<file path="config.mk">
export PLATFORM = sky130hd
export DESIGN_NAME = mem_boot_loader
export DESIGN_NICKNAME = d
export VERILOG_FILES = /design/src/rtl/boot_pkg.sv /design/src/rtl/boot_word_asm.sv /design/src/rtl/mem_boot_loader.sv
export SDC_FILE = /design/constraint.sdc
export NUM_CORES = 1
export LEC_CHECK = 0
export CAP_MARGIN = 20
export CORE_MARGIN = 2
export CORE_UTILIZATION = 57
export CTS_CLUSTER_DIAMETER = 100
export CTS_CLUSTER_SIZE = 12
export DETAILED_ROUTE_END_ITERATION = 8
export GPL_ROUTABILITY_DRIVEN = 0
export PLACE_DENSITY = 0.87
export SETUP_SLACK_MARGIN = 0.5
export SKIP_LAST_GASP = 1
export SYNTH_ARGS = -nofsm -noshare
export SYNTH_HDL_FRONTEND = slang
export SYNTH_SLANG_ARGS = --single-unit
</file>
<file path="constraint.sdc">
create_clock -name clk -period 8.2 [get_ports clk]
set_input_delay 1.64 -clock clk [delete_from_list [all_inputs] [get_ports clk]]
set_output_delay 1.64 -clock clk [all_outputs]
set_load 0.02 [all_outputs]
</file>
<file path="src/rtl/boot_pkg.sv">
// boot_pkg: shared FSM states and command bytes for mem_boot_loader.
// Optional feature macro: BOOT_CHECKSUM_EN adds the CHK state.
package boot_pkg;
   localparam logic [7:0] CMD_IMEM = 8'h49;
   localparam logic [7:0] CMD_DMEM = 8'h44;
   localparam logic [7:0] CMD_GO   = 8'h47;
   typedef enum logic [2:0] {
      IDLE,
      HDR,
      DATA,
`ifdef BOOT_CHECKSUM_EN
      CHK,
`endif
      RUN,
      ERR
   } state_t;
endpackage

</file>
<file path="src/rtl/boot_word_asm.sv">
// boot_word_asm: packs 4 accepted bytes into a little-endian 32-bit word.
// Ports: clk, reset (sync, active-high), clr (restart at byte 0), byte_valid/byte_in
// (accepted byte), word_valid (pulse with the 4th byte), word (assembled word).
module boot_word_asm (
   input  logic        clk,
   input  logic        reset,
   input  logic        clr,
   input  logic        byte_valid,
   input  logic [7:0]  byte_in,
   output logic        word_valid,
   output logic [31:0] word
);
   logic [1:0]  cnt_q;
   logic [23:0] sh_q;
   // Bytes enter at the top so after three bytes sh_q = {b2, b1, b0}.
   always_ff @(posedge clk) begin
      if (reset || clr) cnt_q <= 2'd0;
      else if (byte_valid) cnt_q <= cnt_q + 2'd1;
      if (byte_valid) sh_q <= {byte_in, sh_q[23:8]};
   end
   assign word_valid = byte_valid && cnt_q == 2'd3;
   assign word = {byte_in, sh_q};
endmodule

</file>
<file path="src/rtl/mem_boot_loader.sv">
// mem_boot_loader: byte-stream boot loader writing imem/dmem and releasing core reset on GO.
// Ports: clk, reset (sync, active-high); rx_data/rx_valid/rx_ready byte stream;
// imem_we/imem_addr/imem_wdata and dmem_we/dmem_addr/dmem_wdata write ports;
// core_reset to the core; busy (HDR/DATA), done (RUN), err (sticky error).
// Optional feature macro: BOOT_CHECKSUM_EN expects a mod-256 payload sum after each frame.
module mem_boot_loader
   import boot_pkg::*;
#(
   parameter int IMEM_WORDS = 64,
   parameter int DMEM_WORDS = 64
) (
   input  logic        clk,
   input  logic        reset,
   input  logic [7:0]  rx_data,
   input  logic        rx_valid,
   output logic        rx_ready,
   output logic        imem_we,
   output logic [31:0] imem_addr,
   output logic [31:0] imem_wdata,
   output logic        dmem_we,
   output logic [31:0] dmem_addr,
   output logic [31:0] dmem_wdata,
   output logic        core_reset,
   output logic        busy,
   output logic        done,
   output logic        err
);
   localparam state_t S_END =
`ifdef BOOT_CHECKSUM_EN
      CHK;
`else
      IDLE;
`endif
   state_t      state_q, state_d;
   logic        sel_q, sel_d;
   logic [1:0]  hcnt_q, hcnt_d;
   logic [15:0] base_q, base_d, cnt_q, cnt_d, idx_q, idx_d, n_hdr;
   logic        imem_we_q, imem_we_d, dmem_we_q, dmem_we_d;
   logic [31:0] addr_q, addr_d, wdata_q, wdata_d;
   logic        rx_ready_q, core_reset_q, busy_q, done_q, err_q;
   logic [16:0] depth;
   logic        fire, word_valid;
   logic [31:0] word;
`ifdef BOOT_CHECKSUM_EN
   logic [7:0]  sum_q, sum_d;
`endif
   assign fire = rx_valid && rx_ready_q;
   boot_word_asm u_asm (
      .clk        (clk),
      .reset      (reset),
      .clr        (state_q != DATA),
      .byte_valid (fire && state_q == DATA),
      .byte_in    (rx_data),
      .word_valid (word_valid),
      .word       (word)
   );
   always_comb begin
      state_d   = state_q;
      sel_d     = sel_q;
      hcnt_d    = hcnt_q;
      base_d    = base_q;
      cnt_d     = cnt_q;
      idx_d     = idx_q;
      imem_we_d = 1'b0;
      dmem_we_d = 1'b0;
      addr_d    = addr_q;
      wdata_d   = wdata_q;
`ifdef BOOT_CHECKSUM_EN
      sum_d     = sum_q;
`endif
      n_hdr     = {rx_data, cnt_q[7:0]};
      depth     = sel_q ? 17'(IMEM_WORDS) : 17'(DMEM_WORDS);
      case (state_q)
         IDLE: if (fire) begin
            sel_d   = rx_data == CMD_IMEM;
            hcnt_d  = 2'd0;
`ifdef BOOT_CHECKSUM_EN
            sum_d   = 8'd0;
`endif
            state_d = (rx_data == CMD_IMEM || rx_data == CMD_DMEM) ? HDR :
                      rx_data == CMD_GO ? RUN : ERR;
         end
         HDR: if (fire) begin
            hcnt_d = hcnt_q + 2'd1;
            idx_d  = 16'd0;
            base_d = hcnt_q == 2'd0 ? {base_q[15:8], rx_data} :
                     hcnt_q == 2'd1 ? {rx_data, base_q[7:0]} : base_q;
            cnt_d  = hcnt_q == 2'd2 ? {cnt_q[15:8], rx_data} :
                     hcnt_q == 2'd3 ? n_hdr : cnt_q;
            // 17-bit sum so a base near 0xFFFF cannot wrap past the depth check.
            if (hcnt_q == 2'd3)
               state_d = ({1'b0, base_q} + {1'b0, n_hdr} > depth) ? ERR :
                         n_hdr == 16'd0 ? S_END : DATA;
         end
         DATA: if (fire) begin
`ifdef BOOT_CHECKSUM_EN
            sum_d = sum_q + rx_data;
`endif
            if (word_valid) begin
               imem_we_d = sel_q;
               dmem_we_d = !sel_q;
               addr_d    = {13'd0, {1'b0, base_q} + {1'b0, idx_q}, 2'b00};
               wdata_d   = word;
               idx_d     = idx_q + 16'd1;
               if (idx_q + 16'd1 == cnt_q) state_d = S_END;
            end
         end
`ifdef BOOT_CHECKSUM_EN
         CHK: if (fire) state_d = rx_data == sum_q ? IDLE : ERR;
`endif
         default: ;
      endcase
   end
   always_ff @(posedge clk) begin
      if (reset) begin
         state_q      <= IDLE;
         sel_q        <= 1'b0;
         hcnt_q       <= 2'd0;
         base_q       <= 16'd0;
         cnt_q        <= 16'd0;
         idx_q        <= 16'd0;
         imem_we_q    <= 1'b0;
         dmem_we_q    <= 1'b0;
         addr_q       <= 32'd0;
         wdata_q      <= 32'd0;
         rx_ready_q   <= 1'b1;
         core_reset_q <= 1'b1;
         busy_q       <= 1'b0;
         done_q       <= 1'b0;
         err_q        <= 1'b0;
`ifdef BOOT_CHECKSUM_EN
         sum_q        <= 8'd0;
`endif
      end else begin
         state_q      <= state_d;
         sel_q        <= sel_d;
         hcnt_q       <= hcnt_d;
         base_q       <= base_d;
         cnt_q        <= cnt_d;
         idx_q        <= idx_d;
         imem_we_q    <= imem_we_d;
         dmem_we_q    <= dmem_we_d;
         addr_q       <= addr_d;
         wdata_q      <= wdata_d;
         rx_ready_q   <= state_d != RUN && state_d != ERR;
         core_reset_q <= state_d != RUN;
         busy_q       <= state_d == HDR || state_d == DATA;
         done_q       <= state_d == RUN;
         err_q        <= state_d == ERR;
`ifdef BOOT_CHECKSUM_EN
         sum_q        <= sum_d;
`endif
      end
   end
   assign rx_ready   = rx_ready_q;
   assign imem_we    = imem_we_q;
   assign dmem_we    = dmem_we_q;
   assign imem_addr  = addr_q;
   assign dmem_addr  = addr_q;
   assign imem_wdata = wdata_q;
   assign dmem_wdata = wdata_q;
   assign core_reset = core_reset_q;
   assign busy       = busy_q;
   assign done       = done_q;
   assign err        = err_q;
endmodule
</file>
==> results by group <==
STA
  • Sum of negative setup slack: 0 ns
  • Fin crit period: between 4 and 5 ns
  • Worst-margin pin slew: about 1.1 ns
  • RSZ-0062 raised after global routing: false
  • Hold Vio Cnt, Final: 0
  • Fin crit share: 55.44%
  • # setup viols final: 0
  • Slew HR: between 20% and 30%
  • Clk_skew: ~0.011 ns
  • Slew Limit Fails: 0
  • Fmax: approximately 220 MHz

Clocking
  • CTS root buf: clkbuf_16
  • H-tree Lvls: 4
  • TritonCTS buffer count: 17
  • Clock Sinks: ~140
  • PostCTS Resize Cnt: 0
  • TritonCTS clock tree: done
  • Clock latency on the worst-skew pair: between 0.4 and 0.5 ns
  • Hold-fix buffers at CTS: 0
  • Worst-case clock buffer depth: 2
  • Setup bufs post-CTS: 0
  • Clock transition at path regs: ~0.07 ns

Power
  • Leakage: between 3 and 4 nW
  • PD cells: approximately 170 mW/mm²
  • Power consumption: 1.514 mW
  • VDD IR max: about 0.14 mV

Detailed routing
  • Drt drc: 0
  • DRT iter0 DRCs: approximately 690
  • Drt total wl: ~18000 µm
  • DR WL/cell: ~16 µm
  • 1st-pass router iterations: 6
  • Routed met1 length: about 7500 µm
  • Vias: around 6500
  • Final ANT Viol Nets: 0
  • Vias per inst: just under 6
  • Met2 wire length: just under 9000 µm
  • Top Metal Used: met4
  • WL met3: between 1000 and 1500 µm

Placement
  • I/O Buffers: ~120
  • Final HPWL DP: ~12000 µm
  • Post-Place Cells: roughly 1100

Floorplanning
  • I/O Pins: roughly 150
  • Width of the chip: approximately 120 µm
  • Rows: between 40 and 50
  • Die area: approximately 0.014 mm²
  • Die Y: 119.4 µm
  • Core Area: approximately 0.013 mm²
  • Initial Util: roughly 58%

Setup path
  • Arrival time worst endpoint: ~4.8 ns
  • Crit path buf inv count: 1
  • Top delay family on crit path: simple AND/OR/NAND/NOR gates
  • CP peak stage delay: slightly above 0.6 ns
  • Crit-path max FO: 10
  • Critical path class: in -> reg
  • Crit end category: register
  • CP Launch Type: primary input
  • CP max-delay cell: clkdlybuf4s50_1
  • Crit-path most repeated cell: o211ai_1
  • Crit-path cells: clkdlybuf4s50_1 -> ha_1 -> o211ai_1 -> or3_1 -> o211ai_1 -> a21oi_1 -> mux2i_1 -> nor4_2 -> a31oi_4 -> nor4bb_2 -> a31oi_1
  • Required @ worst endpoint: around 8.5 ns

Synthesis
  • Seq cells post-synth: between 100 and 150
  • EDFF count, synth: 24
  • Top_reg_cell synth: dfxtp_1
  • Mapped Cells: 891
  • Mapped cell area: roughly 0.0076 mm²
  • Synth area leader: dfxtp_1
  • Register area share after synthesis: between 30 and 40%
  • Async S/R FF share, synth: 0%
  • Post-synthesis area per instance: ~8.5 µm²
  • Share of Yosys cell area claimed by the top area cell type: about 30%
  • Ranking of synthesized cells by area: dfxtp_1 (30%), edfxtp_1 (9.5%), buf_4 (7.8%)
  • YS warnings: 0
  • Distinct cells, synth: slightly above 70

Global routing
  • First-pass GRT wire length: between 20000 and 30000 µm
  • Overall routing resource usage: around a quarter
  • Largest net degree at the start of global routing: between 100 and 150
  • Initial antenna violation count: 0
  • GRT Residual Overflow: 0
  • Vias in the first global route: 5946

Worst hold path
  • Hold Crit Class: reg -> reg

Job
  • Max cap viols: 0

Layout
  • Finished Layout Cells: ~1100
  • Nets: 987
  • Share of layout cells above drive strength 1: 6.639%
  • Most frequent cells in the layout: nand2_1 (135), clkdlybuf4s50_1 (114), dfxtp_1 (112)
  • Total inserted antenna cells: 0
  • Most common cell after layout, fill and taps aside: nand2_1
  • Synth-to-layout area growth: 17.99%

Status
  • Outcome: finished clean
==> synth_stat cells (3+ instances only) <==
cell      count
a211oi_1      7
a21boi_0      4
a21o_1        7
a21oi_1     106
a22oi_1       3
a31oi_1       7
and2_1        5
and3_1        6
buf_1         4
buf_4        79
clkbuf_1     34
dfxtp_1     112
edfxtp_1     24
ha_1         38
inv_1        21
mux2i_1      12
nand2_1     135
nand2b_1      6
nand3_1      29
nand3b_1      5
nand4_1       6
nor2_1       60
nor2b_1       4
nor3_1       19
nor4_1        8
o211ai_1      4
o21ai_0      35
o31ai_1       3
or3_1        10
xnor2_1      30
xor2_1       13
==> registers in the layout, indices dropped and copies added (netlist names) <==
register,cells
rx_ready,1
dmem_wdata,32
busy,1
u_asm.sh_q,24
imem_we,1
idx_q,16
u_asm.cnt_q,2
sel_q,1
dmem_we,1
err,1
state_q,3
base_q,16
hcnt_q,2
done,1
cnt_q,16
core_reset,1
dmem_addr,17
==> layer usage <==
metal | up-vias | global-route usage, %
met3 | 54 | 4.933
met5 | - | 0
li1 | 3092 | -
met1 | 3044 | 32.60
met4 | 0 | 10.81
met2 | 307 | 42.03
==> logic make-up after synthesis <==
family | count (synthesis) | share of synthesized area, %
other | 1 | 0.04938
xor gates and xnor gates | 43 | 4.960
DFF | 136 | 39.02
buffers and inverters | 141 | 11.01
AOI/OAI and AO/OA | 201 | 16.05
muxes | 13 | 1.730
adders and majority gates | 40 | 6.789
and+or+nand+nor | 316 | 20.40
==> area by class of cell <==
class | instances | area [µm²]
Timing Repair Buffer | 117 | 1181
Clock inverter | 12 | 127.6
Clock buffer | 20 | 479.2
Sequential cell | 136 | 2963
Inverter | 21 | 78.83
Fill cell | 999 | 4178
Multi-Input combinational cell | 643 | 3910
Tap cell | 176 | 220.2
==> power breakdown <==
group          total [mW]  switching (mW)  internal (mW)  leakage (nW)
registers           0.681         0.00124          0.679          1.12
clock network       0.778           0.315          0.463         0.289
logic              0.0557          0.0415         0.0142          1.97
total                1.51           0.357           1.16          3.38
==> worst paths after layout <==
kind,start,end,slack (ns),cells after the start
setup / recovery,rx_data[0],rx_ready,3.65,11
hold / removal,u_asm.sh_q[13],u_asm.sh_q[5],0.45,0
setup reg to reg,cnt_q[0],rx_ready,4.74,11
hold reg to reg,u_asm.sh_q[13],u_asm.sh_q[5],0.45,0
==> through the flow <==
step | cell area [µm²] | setup WS, ns | utilization, % | hold WS (ns)
2_1_floorplan | 7702 | 4.320 | - | 0.4093
3_3_place_gp | 8328 | 3.362 | 63.39 | 0.4288
3_5_place_dp | 8328 | 3.272 | 63.39 | 0.4336
4_1_cts | 8935 | 3.645 | 68.01 | 0.4496
5_1_grt | 8960 | 3.395 | 68.20 | 0.4635
6_report | 8960 | 3.654 | 68.20 | 0.4490
Note: power is estimated with default switching activity, not from simulation.
